[config.mk]
export PLATFORM = sky130hd
export DESIGN_NAME = mult_share_arbiter
export DESIGN_NICKNAME = d
export VERILOG_FILES = /design/src/rtl/mult_share_arbiter.sv
export SDC_FILE = /design/constraint.sdc
export NUM_CORES = 1
export LEC_CHECK = 0
export BUFFER_PORTS_ARGS = -buffer_cell sky130_fd_sc_hd__buf_2
export CAP_MARGIN = 25
export CORE_MARGIN = 3
export CORE_UTILIZATION = 43
export DETAILED_ROUTE_END_ITERATION = 12
export GPL_ROUTABILITY_DRIVEN = 0
export GPL_TIMING_DRIVEN = 0
export MAX_ROUTING_LAYER = met4
export PLACE_DENSITY = 0.8
export SKIP_CTS_REPAIR_TIMING = 1
export SLEW_MARGIN = 10
export SYNTH_ARGS = -nofsm -noshare
export SYNTH_HDL_FRONTEND = slang
export SYNTH_SLANG_ARGS = --single-unit
[constraint.sdc]
create_clock -name clk -period 1.96 [get_ports clk]
set_input_delay 0.098 -clock clk [delete_from_list [all_inputs] [get_ports clk]]
set_output_delay 0.098 -clock clk [all_outputs]
set_load 0.005 [all_outputs]
[src/rtl/mult_share_arbiter.sv]
// -----------------------------------------------------------------------------
// mult_share_arbiter
//
// Round-robin arbiter and sequencer that shares one sequential W x W multiplier
// between up to N_REQ requesters.
//
// In IDLE the arbiter picks the winning requester and latches its operands.
// It then pulses the multiplier load for one cycle and waits for the
// multiplier's ready. The product is returned with a one-cycle done strobe to
// the requester that was served.
//
// Transaction sequence: IDLE -> LOAD -> WAIT -> DONE -> IDLE.
//
// Ports:
//   clk     in   system clock, rising edge
//   reset   in   asynchronous active-low reset
//   req     in   [N_REQ]     per-requester request level
//   op_a    in   [N_REQ*W]   packed operand A, requester i uses [i*W +: W]
//   op_b    in   [N_REQ*W]   packed operand B, same packing
//   gnt     out  [N_REQ]     one-hot grant, LOAD through DONE
//   done    out  [N_REQ]     one-cycle completion pulse; res is valid with it
//   res     out  [2*W]       product, held until the next capture
//   busy    out              high whenever the FSM is not in IDLE
//   m_ld    out              multiplier load pulse (LOAD state)
//   m_a     out  [W]         multiplier operand A, stable from LOAD onwards
//   m_b     out  [W]         multiplier operand B, stable from LOAD onwards
//   m_res   in   [2*W]       multiplier result
//   m_rdy   in               multiplier result-valid
//   err     out              sticky timeout flag (only with MULT_ARB_TIMEOUT_EN)
//
// Optional feature, macro MULT_ARB_TIMEOUT_EN:
//   When the macro is defined, WAIT gives up after TIMEOUT cycles without
//   m_rdy. The arbiter returns a zero product, sets err, and still pulses done.
//   When the macro is undefined, WAIT waits for m_rdy indefinitely and the err
//   port does not exist.
// -----------------------------------------------------------------------------
module mult_share_arbiter #(
    parameter int N_REQ   = 4,
    parameter int W       = 8,
    parameter int TIMEOUT = 64
) (
    input  logic                 clk,
    input  logic                 reset,
    input  logic [N_REQ-1:0]     req,
    input  logic [N_REQ*W-1:0]   op_a,
    input  logic [N_REQ*W-1:0]   op_b,
    output logic [N_REQ-1:0]     gnt,
    output logic [N_REQ-1:0]     done,
    output logic [2*W-1:0]       res,
    output logic                 busy,
    output logic                 m_ld,
    output logic [W-1:0]         m_a,
    output logic [W-1:0]         m_b,
    input  logic [2*W-1:0]       m_res,
    input  logic                 m_rdy
`ifdef MULT_ARB_TIMEOUT_EN
    ,
    output logic                 err
`endif
);

    localparam int IW = (N_REQ > 2) ? 2 : 1;

    typedef enum logic [1:0] {
        S_IDLE = 2'd0,
        S_LOAD = 2'd1,
        S_WAIT = 2'd2,
        S_DONE = 2'd3
    } state_t;

    state_t           state_q, state_d;
    logic [IW-1:0]    idx_q, idx_d;
    logic [IW-1:0]    last_q, last_d;
    logic [W-1:0]     m_a_q, m_a_d;
    logic [W-1:0]     m_b_q, m_b_d;
    logic [2*W-1:0]   res_q, res_d;

    // Arbitration results (combinational, only acted on in IDLE)
    logic             found;
    logic [IW-1:0]    win;
    logic [IW-1:0]    cand;
    logic [W-1:0]     sel_a;
    logic [W-1:0]     sel_b;
    logic [N_REQ-1:0] idx_oh;

`ifdef MULT_ARB_TIMEOUT_EN
    localparam int CW = $clog2(TIMEOUT + 1);

    logic [CW-1:0]    cnt_q, cnt_d;
    logic             err_q, err_d;
`else
    // TIMEOUT only matters when the watchdog is built in.
    logic [31:0]      unused_timeout;
    assign unused_timeout = 32'(TIMEOUT);
`endif

    // ------------------------------------------------------------------
    // Round-robin pick.
    // The scan starts one past the last served requester and wraps
    // modulo N_REQ, so the requester just served is considered last.
    // ------------------------------------------------------------------
    always_comb begin
        found = 1'b0;
        win   = '0;
        cand  = '0;
        for (int k = 1; k <= N_REQ; k++) begin
            cand = IW'((int'(last_q) + k) % N_REQ);
            if (!found && req[cand]) begin
                found = 1'b1;
                win   = cand;
            end
        end
    end

    // Operand mux for the winner; a constant-index loop keeps slicing simple.
    always_comb begin
        sel_a = '0;
        sel_b = '0;
        for (int i = 0; i < N_REQ; i++) begin
            if (win == IW'(i)) begin
                sel_a = op_a[i*W +: W];
                sel_b = op_b[i*W +: W];
            end
        end
    end

    always_comb begin
        idx_oh = '0;
        for (int i = 0; i < N_REQ; i++) begin
            idx_oh[i] = (idx_q == IW'(i));
        end
    end

    // ------------------------------------------------------------------
    // Next-state logic
    // ------------------------------------------------------------------
    always_comb begin
        state_d = state_q;
        idx_d   = idx_q;
        last_d  = last_q;
        m_a_d   = m_a_q;
        m_b_d   = m_b_q;
        res_d   = res_q;
`ifdef MULT_ARB_TIMEOUT_EN
        cnt_d   = cnt_q;
        err_d   = err_q;
`endif
        case (state_q)
            S_IDLE: begin
                // Operands are captured here once; later op_a/op_b
                // changes cannot reach the in-flight product.
                if (found) begin
                    idx_d   = win;
                    m_a_d   = sel_a;
                    m_b_d   = sel_b;
                    state_d = S_LOAD;
                end
            end
            S_LOAD: begin
                // m_rdy is deliberately ignored in the load cycle.
                state_d = S_WAIT;
`ifdef MULT_ARB_TIMEOUT_EN
                cnt_d   = '0;
`endif
            end
            S_WAIT: begin
                if (m_rdy) begin
                    // A ready on the final allowed cycle still wins.
                    res_d   = m_res;
                    state_d = S_DONE;
                end
`ifdef MULT_ARB_TIMEOUT_EN
                // cnt_q counts completed WAIT cycles. The value TIMEOUT-1
                // therefore marks the TIMEOUT-th WAIT cycle.
                else if (cnt_q == CW'(TIMEOUT - 1)) begin
                    res_d   = '0;
                    err_d   = 1'b1;
                    state_d = S_DONE;
                end else begin
                    cnt_d   = cnt_q + 1'b1;
                end
`endif
            end
            S_DONE: begin
                last_d  = idx_q;
                state_d = S_IDLE;
            end
            default: begin
                state_d = S_IDLE;
            end
        endcase
    end

    // ------------------------------------------------------------------
    // State registers
    // ------------------------------------------------------------------
    always_ff @(posedge clk or negedge reset) begin
        if (!reset) begin
            state_q <= S_IDLE;
            idx_q   <= '0;
            last_q  <= IW'(N_REQ - 1);
            m_a_q   <= '0;
            m_b_q   <= '0;
            res_q   <= '0;
        end else begin
            state_q <= state_d;
            idx_q   <= idx_d;
            last_q  <= last_d;
            m_a_q   <= m_a_d;
            m_b_q   <= m_b_d;
            res_q   <= res_d;
        end
    end

`ifdef MULT_ARB_TIMEOUT_EN
    always_ff @(posedge clk or negedge reset) begin
        if (!reset) begin
            cnt_q <= '0;
            err_q <= 1'b0;
        end else begin
            cnt_q <= cnt_d;
            err_q <= err_d;
        end
    end

    assign err = err_q;
`endif

    // ------------------------------------------------------------------
    // Outputs decoded from the registered state
    // ------------------------------------------------------------------
    assign gnt  = (state_q != S_IDLE) ? idx_oh : '0;
    assign done = (state_q == S_DONE) ? idx_oh : '0;
    assign m_ld = (state_q == S_LOAD);
    assign busy = (state_q != S_IDLE);
    assign res  = res_q;
    assign m_a  = m_a_q;
    assign m_b  = m_b_q;

endmodule

==> results of run 1 <==
==> metrics by stage <==
stage	cells	util (%)	setup WS, ns
after global routing	374	62.37	0.04724
after floorplan	173	-	0.2692
after detailed placement	368	60.24	0.02621
after CTS	374	61.97	0.01590
final	374	62.37	0.1771
after global placement	368	60.24	0.03124
==> layout make-up <==
class                   count  area, um2
repair buffers            129      650.6
multi-input cells         119       1082
clock buffers               6      82.58
flip-flops and latches     38      953.4
well taps                  67      83.83
plain buffers              11      97.59
inverters                   4      15.01
fillers                   419       1789
==> cells by family after synthesis <==
logic type / after synthesis / share of synthesized area, %
AO/OA/AOI/OAI: 25 / 13.04
adder cells (fa/ha/maj): 5 / 2.924
buffers and inverters: 16 / 5.438
flip-flops: 38 / 44.56
multiplexers: 51 / 24.97
AND/OR/NAND/NOR: 38 / 9.065
==> sequential cells by signal (all words and copies together) (netlist names) <==
signal / count
state_q: 2
res: 16
idx_q: 2
m_a: 8
m_b: 8
last_q: 2
==> cells in the final DEF, fill, tap and decap left out, types with 2 or more instances in the layout <==
cell        n
clkbuf_8    6
mux2_2     19
o221ai_1    7
nand2b_1    2
dfrtp_1    36
o221ai_2    9
and3_1      2
ha_1        4
mux2i_1    32
dfstp_2     2
nand2_1    20
nor3b_1     3
buf_2     130
buf_4       2
nor2_1      3
and3b_1     2
inv_1       4
buf_6       4
a21oi_1     2
clkbuf_1    2
==> synth_stat cells (2+ instances only) <==
master	number	share of area [%]
inv_1	4	0.70
mux2i_1	32	15
nand2_1	20	3.5
nor2_1	3	0.53
clkbuf_1	3	0.53
o221ai_2	9	6.3
nand2b_1	2	0.58
dfstp_2	2	2.5
nor3b_1	3	1.1
buf_6	4	2.1
dfrtp_1	36	42
mux2_2	19	10
and3_1	2	0.58
buf_2	2	0.47
a21oi_1	2	0.47
ha_1	5	2.9
and3b_1	2	0.82
o221ai_1	7	2.9
buf_4	2	0.70
==> per-layer routing <==
layer / track usage, % / vias up
met3: 4.965 / 4
met2: 35.41 / 83
met5: - / -
li1: - / 902
met1: 22.66 / 923
met4: 4.891 / 0
==> report_power, final <==
part / leakage, nW / internal (mW) / switching (mW)
logic: 1.07 / 1.20 / 1.10
clock network: 0.0431 / 0.271 / 0.253
registers: 0.455 / 1.20 / 0.199
total: 1.57 / 2.68 / 1.55
==> final timing paths <==
check	from	end	slack [ns]	cells past startpoint
setup / recovery	state_q[0]	m_a[0]	0.18	8
hold / removal	m_res[7]	res[7]	0.05	2
setup reg to reg	state_q[0]	m_a[0]	0.18	8
hold reg to reg	m_b[0]	m_b[0]	0.49	2
max in group asynchronous	reset	state_q[1]	0.94	2
min in group asynchronous	reset	m_b[5]	0.49	2
==> summary.md, run 1 <==
| Metric | Value |
|---|---|
| ANT cells | 0 |
| Delay of the slowest critical-path stage | a little over 0.4 ns |
| Initial Utilization | 45.00% |
| Status | complete, no violations |
| #FFs+latches synth | 38 |
| I/O Pins | roughly 130 |
| Htree depth | 2 |
| Final slew viol count | 0 |
| Area growth from synthesis to layout | 38.60% |
| Static leakage | 1.569 nW |
| Design Power | 4.229 mW |
| Die area | 5858 um2 |
| Worst-path maximum fanout | 10 |
| Post-synth EDFFs | 0 |
| Min-delay worst type | primary input to flip-flop |
| Clock latency on the worst-skew pair | approximately 0.28 ns |
| Placed cell area | 2864 um2 |
| Crit-path cells | inv_1 > ha_4 > o41ai_1 > buf_4 > nand2b_2 > buf_6 > buf_12 > o221ai_2 |
| Clock transition at path regs | 0.07 ns |
| Final Hold Fails | 0 |
| PD cells | 1426 nW/um2 |
| DIE WIDTH | 76.54 um |
| Die Y | 76.54 um |
| Initial DRC Count | 30 |
| Avg WL per Cell | about 15 um |
| Unrepaired setup endpoints after global routing | false |
| CTS Buffer Depth | 2 |
| Clock root buffer | clkbuf_8 |
| Remaining antenna violation count | 0 |
| FP Rows | 25 |
| Max Used Layer | met4 |
| Metal3 WL | 382 um |
| Layout cells sized above 1 | 57.65% |
| Worst-margin pin slew | roughly 0.85 ns |
| Syn avg cell area | 12.37 um2 |
| Clk sink count | 38 |
| Req. time, crit path | 2.15 ns |
| Drt drc | 0 |
| First-pass GRT wire length | 9259 um |
| Antenna violations before repair | 0 |
| Final Setup Violations | 0 |
| Global route overflow | 0 |
| Total wire length | 5629 um |
| Seq/Total Area, Yosys | 44.56% |
| Core area | between 4000 and 5000 um2 |
| Period utilization | 90.96% |
| Vias in the first global route | ~2000 |
| Primary FF master, synth | dfrtp_1 |
| Max-cap violations | 0 |
| Largest net degree at the start of global routing | 39 |
| CP max stage cell | dfrtp_1 |
| Total via count after detailed routing | 1912 |
| Drt pass-1 iters | 4 |
| Post-Syn Area | 2140 um2 |
| Metal2 WL | 2884 um |
| Critical path's top delay family | buffers and inverters |
| PortBufs | 128 |
| Kind of critical path | flip-flop to flip-flop |
| Setup Skew | 0.009243 ns |
| Finished Cell Area | 2965 um2 |
| Arr. time, crit path | 1.98 ns |
| Synth cell types | 33 |
| Worst slew margin | a little over two fifths |
| CP Capture Type | flip-flop |
| Async SR Flop Fraction | 100.0% |
| Maximum vdd drop | 718.2 uV |
| Ys Warns | 0 |
| Total GRT Usage | 20.00% |
| CTS tree | done |
| Fmax | roughly 0.56 GHz |
| Startpoint Class | flip-flop |
| Detailed Place HPWL | 4336 um |
| Cells after Synth | 173 |
| Worst hold margin | about 0.05 ns |
| Met1 WL | 2317 um |
| Setup_tns | 0 ns |
| CP Buf/Inv Count | 4 |
| Fin nets | 400 |
| Post-synth net total | 265 |
| Via/cell ratio | 5.112 |
| CTS Buf Count | 5 |
| Min cycle time layout | 1.783 ns |
Power figures use the tool's default switching activity.
==> inputs of run 2 (changes only) <==
--- a/config.mk
+++ b/config.mk
@@ -5,7 +5,7 @@
 export SDC_FILE = /design/constraint.sdc
 export NUM_CORES = 1
 export LEC_CHECK = 0
-export BUFFER_PORTS_ARGS = -buffer_cell sky130_fd_sc_hd__buf_2
+export BUFFER_PORTS_ARGS = -buffer_cell sky130_fd_sc_hd__clkbuf_2
 export CAP_MARGIN = 25
 export CORE_MARGIN = 3
 export CORE_UTILIZATION = 43
==> run 2 against run 1 <==
- clock power up 17%
- critical path type unchanged
- setup slack got worse by 0.025 ns
- cell count is 0.80% higher
==> summary.md, run 2 (synthesis results as in run 1) <==
| Metric | Value |
|---|---|
| Req. time, crit path | 2.16 ns |
| Die area | 5858 um2 |
| Clock root buffer | clkbuf_8 |
| Avg WL per Cell | roughly 14 um |
| Reg power frac | 32.8% |
| Clock latency on the worst-skew pair | 0.28 ns |
| Total via count after detailed routing | 1856 |
| Final Hold Fails | 0 |
| PD cells | 1431 nW/um2 |
| Final slew viol count | 0 |
| Clk sink count | 38 |
| Static leakage | approximately 1.6 nW |
| Area growth from synthesis to layout | 40.70% |
| Htree depth | 2 |
| Fillers | 417 |
| Sw Ratio | 36.20% |
| FP Rows | 25 |
| Kind of critical path | flip-flop to flip-flop |
| Setup Skew | 0.005002 ns |
| Metal2 WL | 2757 um |
| Max reg flops | 16 |
| Fin nets | 401 |
| Worst hold margin | roughly 0.047 ns |
| Fmax | around 0.55 GHz |
| ANT cells | 0 |
| Core area | roughly 4800 um2 |
| Internal power | 2.749 mW |
| Commonest non-fill, non-tap cell in the layout | clkbuf_2 |
| Period utilization | 92.21% |
| Max Used Layer | met4 |
| Detailed Place HPWL | 4266 um |
| Combinational share of power | 53.0% |
| CTS Buf Count | 5 |
| Remaining antenna violation count | 0 |
| Clock group share of total power | 14.3% |
| Most frequent cells in the layout | 128 x clkbuf_2, 36 x dfrtp_1, 32 x mux2i_1, 20 x nand2_1, 19 x mux2_2 |
| Startpoint Class | flip-flop |
| Max-cap violations | 0 |
| First-pass GRT wire length | 8859 um |
| Met1 WL | roughly 2300 um |
| Total wire length | 5456 um |
| Placed cell area | ~2900 um2 |
| Largest net degree at the start of global routing | 39 |
| Finished Cell Area | about 3000 um2 |
| Final Setup Violations | 0 |
| Min cycle time layout | 1.807 ns |
| Initial DRC Count | 38 |
| Net switching power | 1.560 mW |
| Die Y | 76.54 um |
| Layout cells sized above 1 | 58.06% |
| Status | complete, no violations |
| CP Capture Type | flip-flop |
| Arr. time, crit path | 2.00 ns |
| Clock transition at path regs | 0.07 ns |
| Setup_tns | 0 ns |
| Min-delay worst type | primary input to flip-flop |
| DIE WIDTH | 76.54 um |
| Worst-path maximum fanout | 10 |
| Worst-margin pin slew | 0.6327 ns |
| Total GRT Usage | between 10% and 20% |
| Unrepaired setup endpoints after global routing | false |
| Vias in the first global route | about 2000 |
| Global route overflow | 0 |
| I/O Pins | ~130 |
| PortBufs | about 130 |
| Via/cell ratio | 4.923 |
| Drt drc | 0 |
| Initial Utilization | 45.00% |
| Metal3 WL | 351 um |
| CTS tree | done |
| Maximum vdd drop | 838.7 uV |
| Antenna violations before repair | 0 |
| Drt pass-1 iters | 4 |
| Worst slew margin | between 50% and 60% |
| CTS Buffer Depth | 2 |
[run 2: cell types whose count changed in the layout (fill, tap and decap cells not counted)]
cell and change:
buf_16 +1, buf_2 -128, clkbuf_2 +128, clkbuf_8 +2, ha_2 +1, ha_4 -1
[run 2: layout make-up]
type	instances	area, um2	area share (%)
timing repair buffer	130	678.2	22.53
inverter	4	15.01	0.4988
buffer	11	97.59	3.242
sequential	38	953.4	31.67
multi-input combinational	119	1072	35.62
clock buffer	8	110.1	3.658
tap	67	83.83	2.785
[run 2: routing by layer]
metal	track usage, %	up-vias
met2	33.92	82
li1	-	905
met3	5.083	2
met5	-	-
met4	5.435	0
met1	21.74	867
[run 2: final timing paths]
| kind | slack [ns] | endpoint | cells past startpoint | start |
|---|---|---|---|---|
| min | 0.05 | res[5] | 2 | m_res[5] |
| max | 0.15 | m_a[2] | 8 | state_q[1] |
| min reg2reg | 0.50 | m_b[0] | 2 | m_b[0] |
| max in group asynchronous | 1.16 | m_a[4] | 3 | reset |
| min in group asynchronous | 0.33 | idx_q[0] | 2 | reset |
| max reg2reg | 0.15 | m_a[2] | 8 | state_q[1] |
[run 2: through the flow]
step,worst slack [ns],cells,util (%),power [mW]
3_5_place_dp,0.04397,368,60.24,3.731
2_1_floorplan,0.2692,173,-,2.902
3_3_place_gp,0.02725,368,60.24,3.658
4_1_cts,0.02386,376,62.55,4.366
6_report,0.1526,377,63.32,4.308
5_1_grt,0.02432,377,63.32,4.632
[run 2: power groups by stage]
stage / clock network, mW / registers (mW) / logic [mW]
floorplan: 0 / 1.43 / 1.47
global placement: 0 / 1.41 / 2.25
detailed placement: 0 / 1.42 / 2.31
CTS: 0.636 / 1.41 / 2.32
global route: 0.672 / 1.46 / 2.50
finish: 0.615 / 1.41 / 2.28
[run 2: critical path, cell delays in order, from the launching register on]
cell      delay (ns)
dfrtp_1         0.40
inv_1           0.13
ha_2            0.25
o41ai_1         0.11
buf_4           0.19
nand2b_2        0.18
buf_6           0.14
buf_12          0.15
o221ai_2        0.18
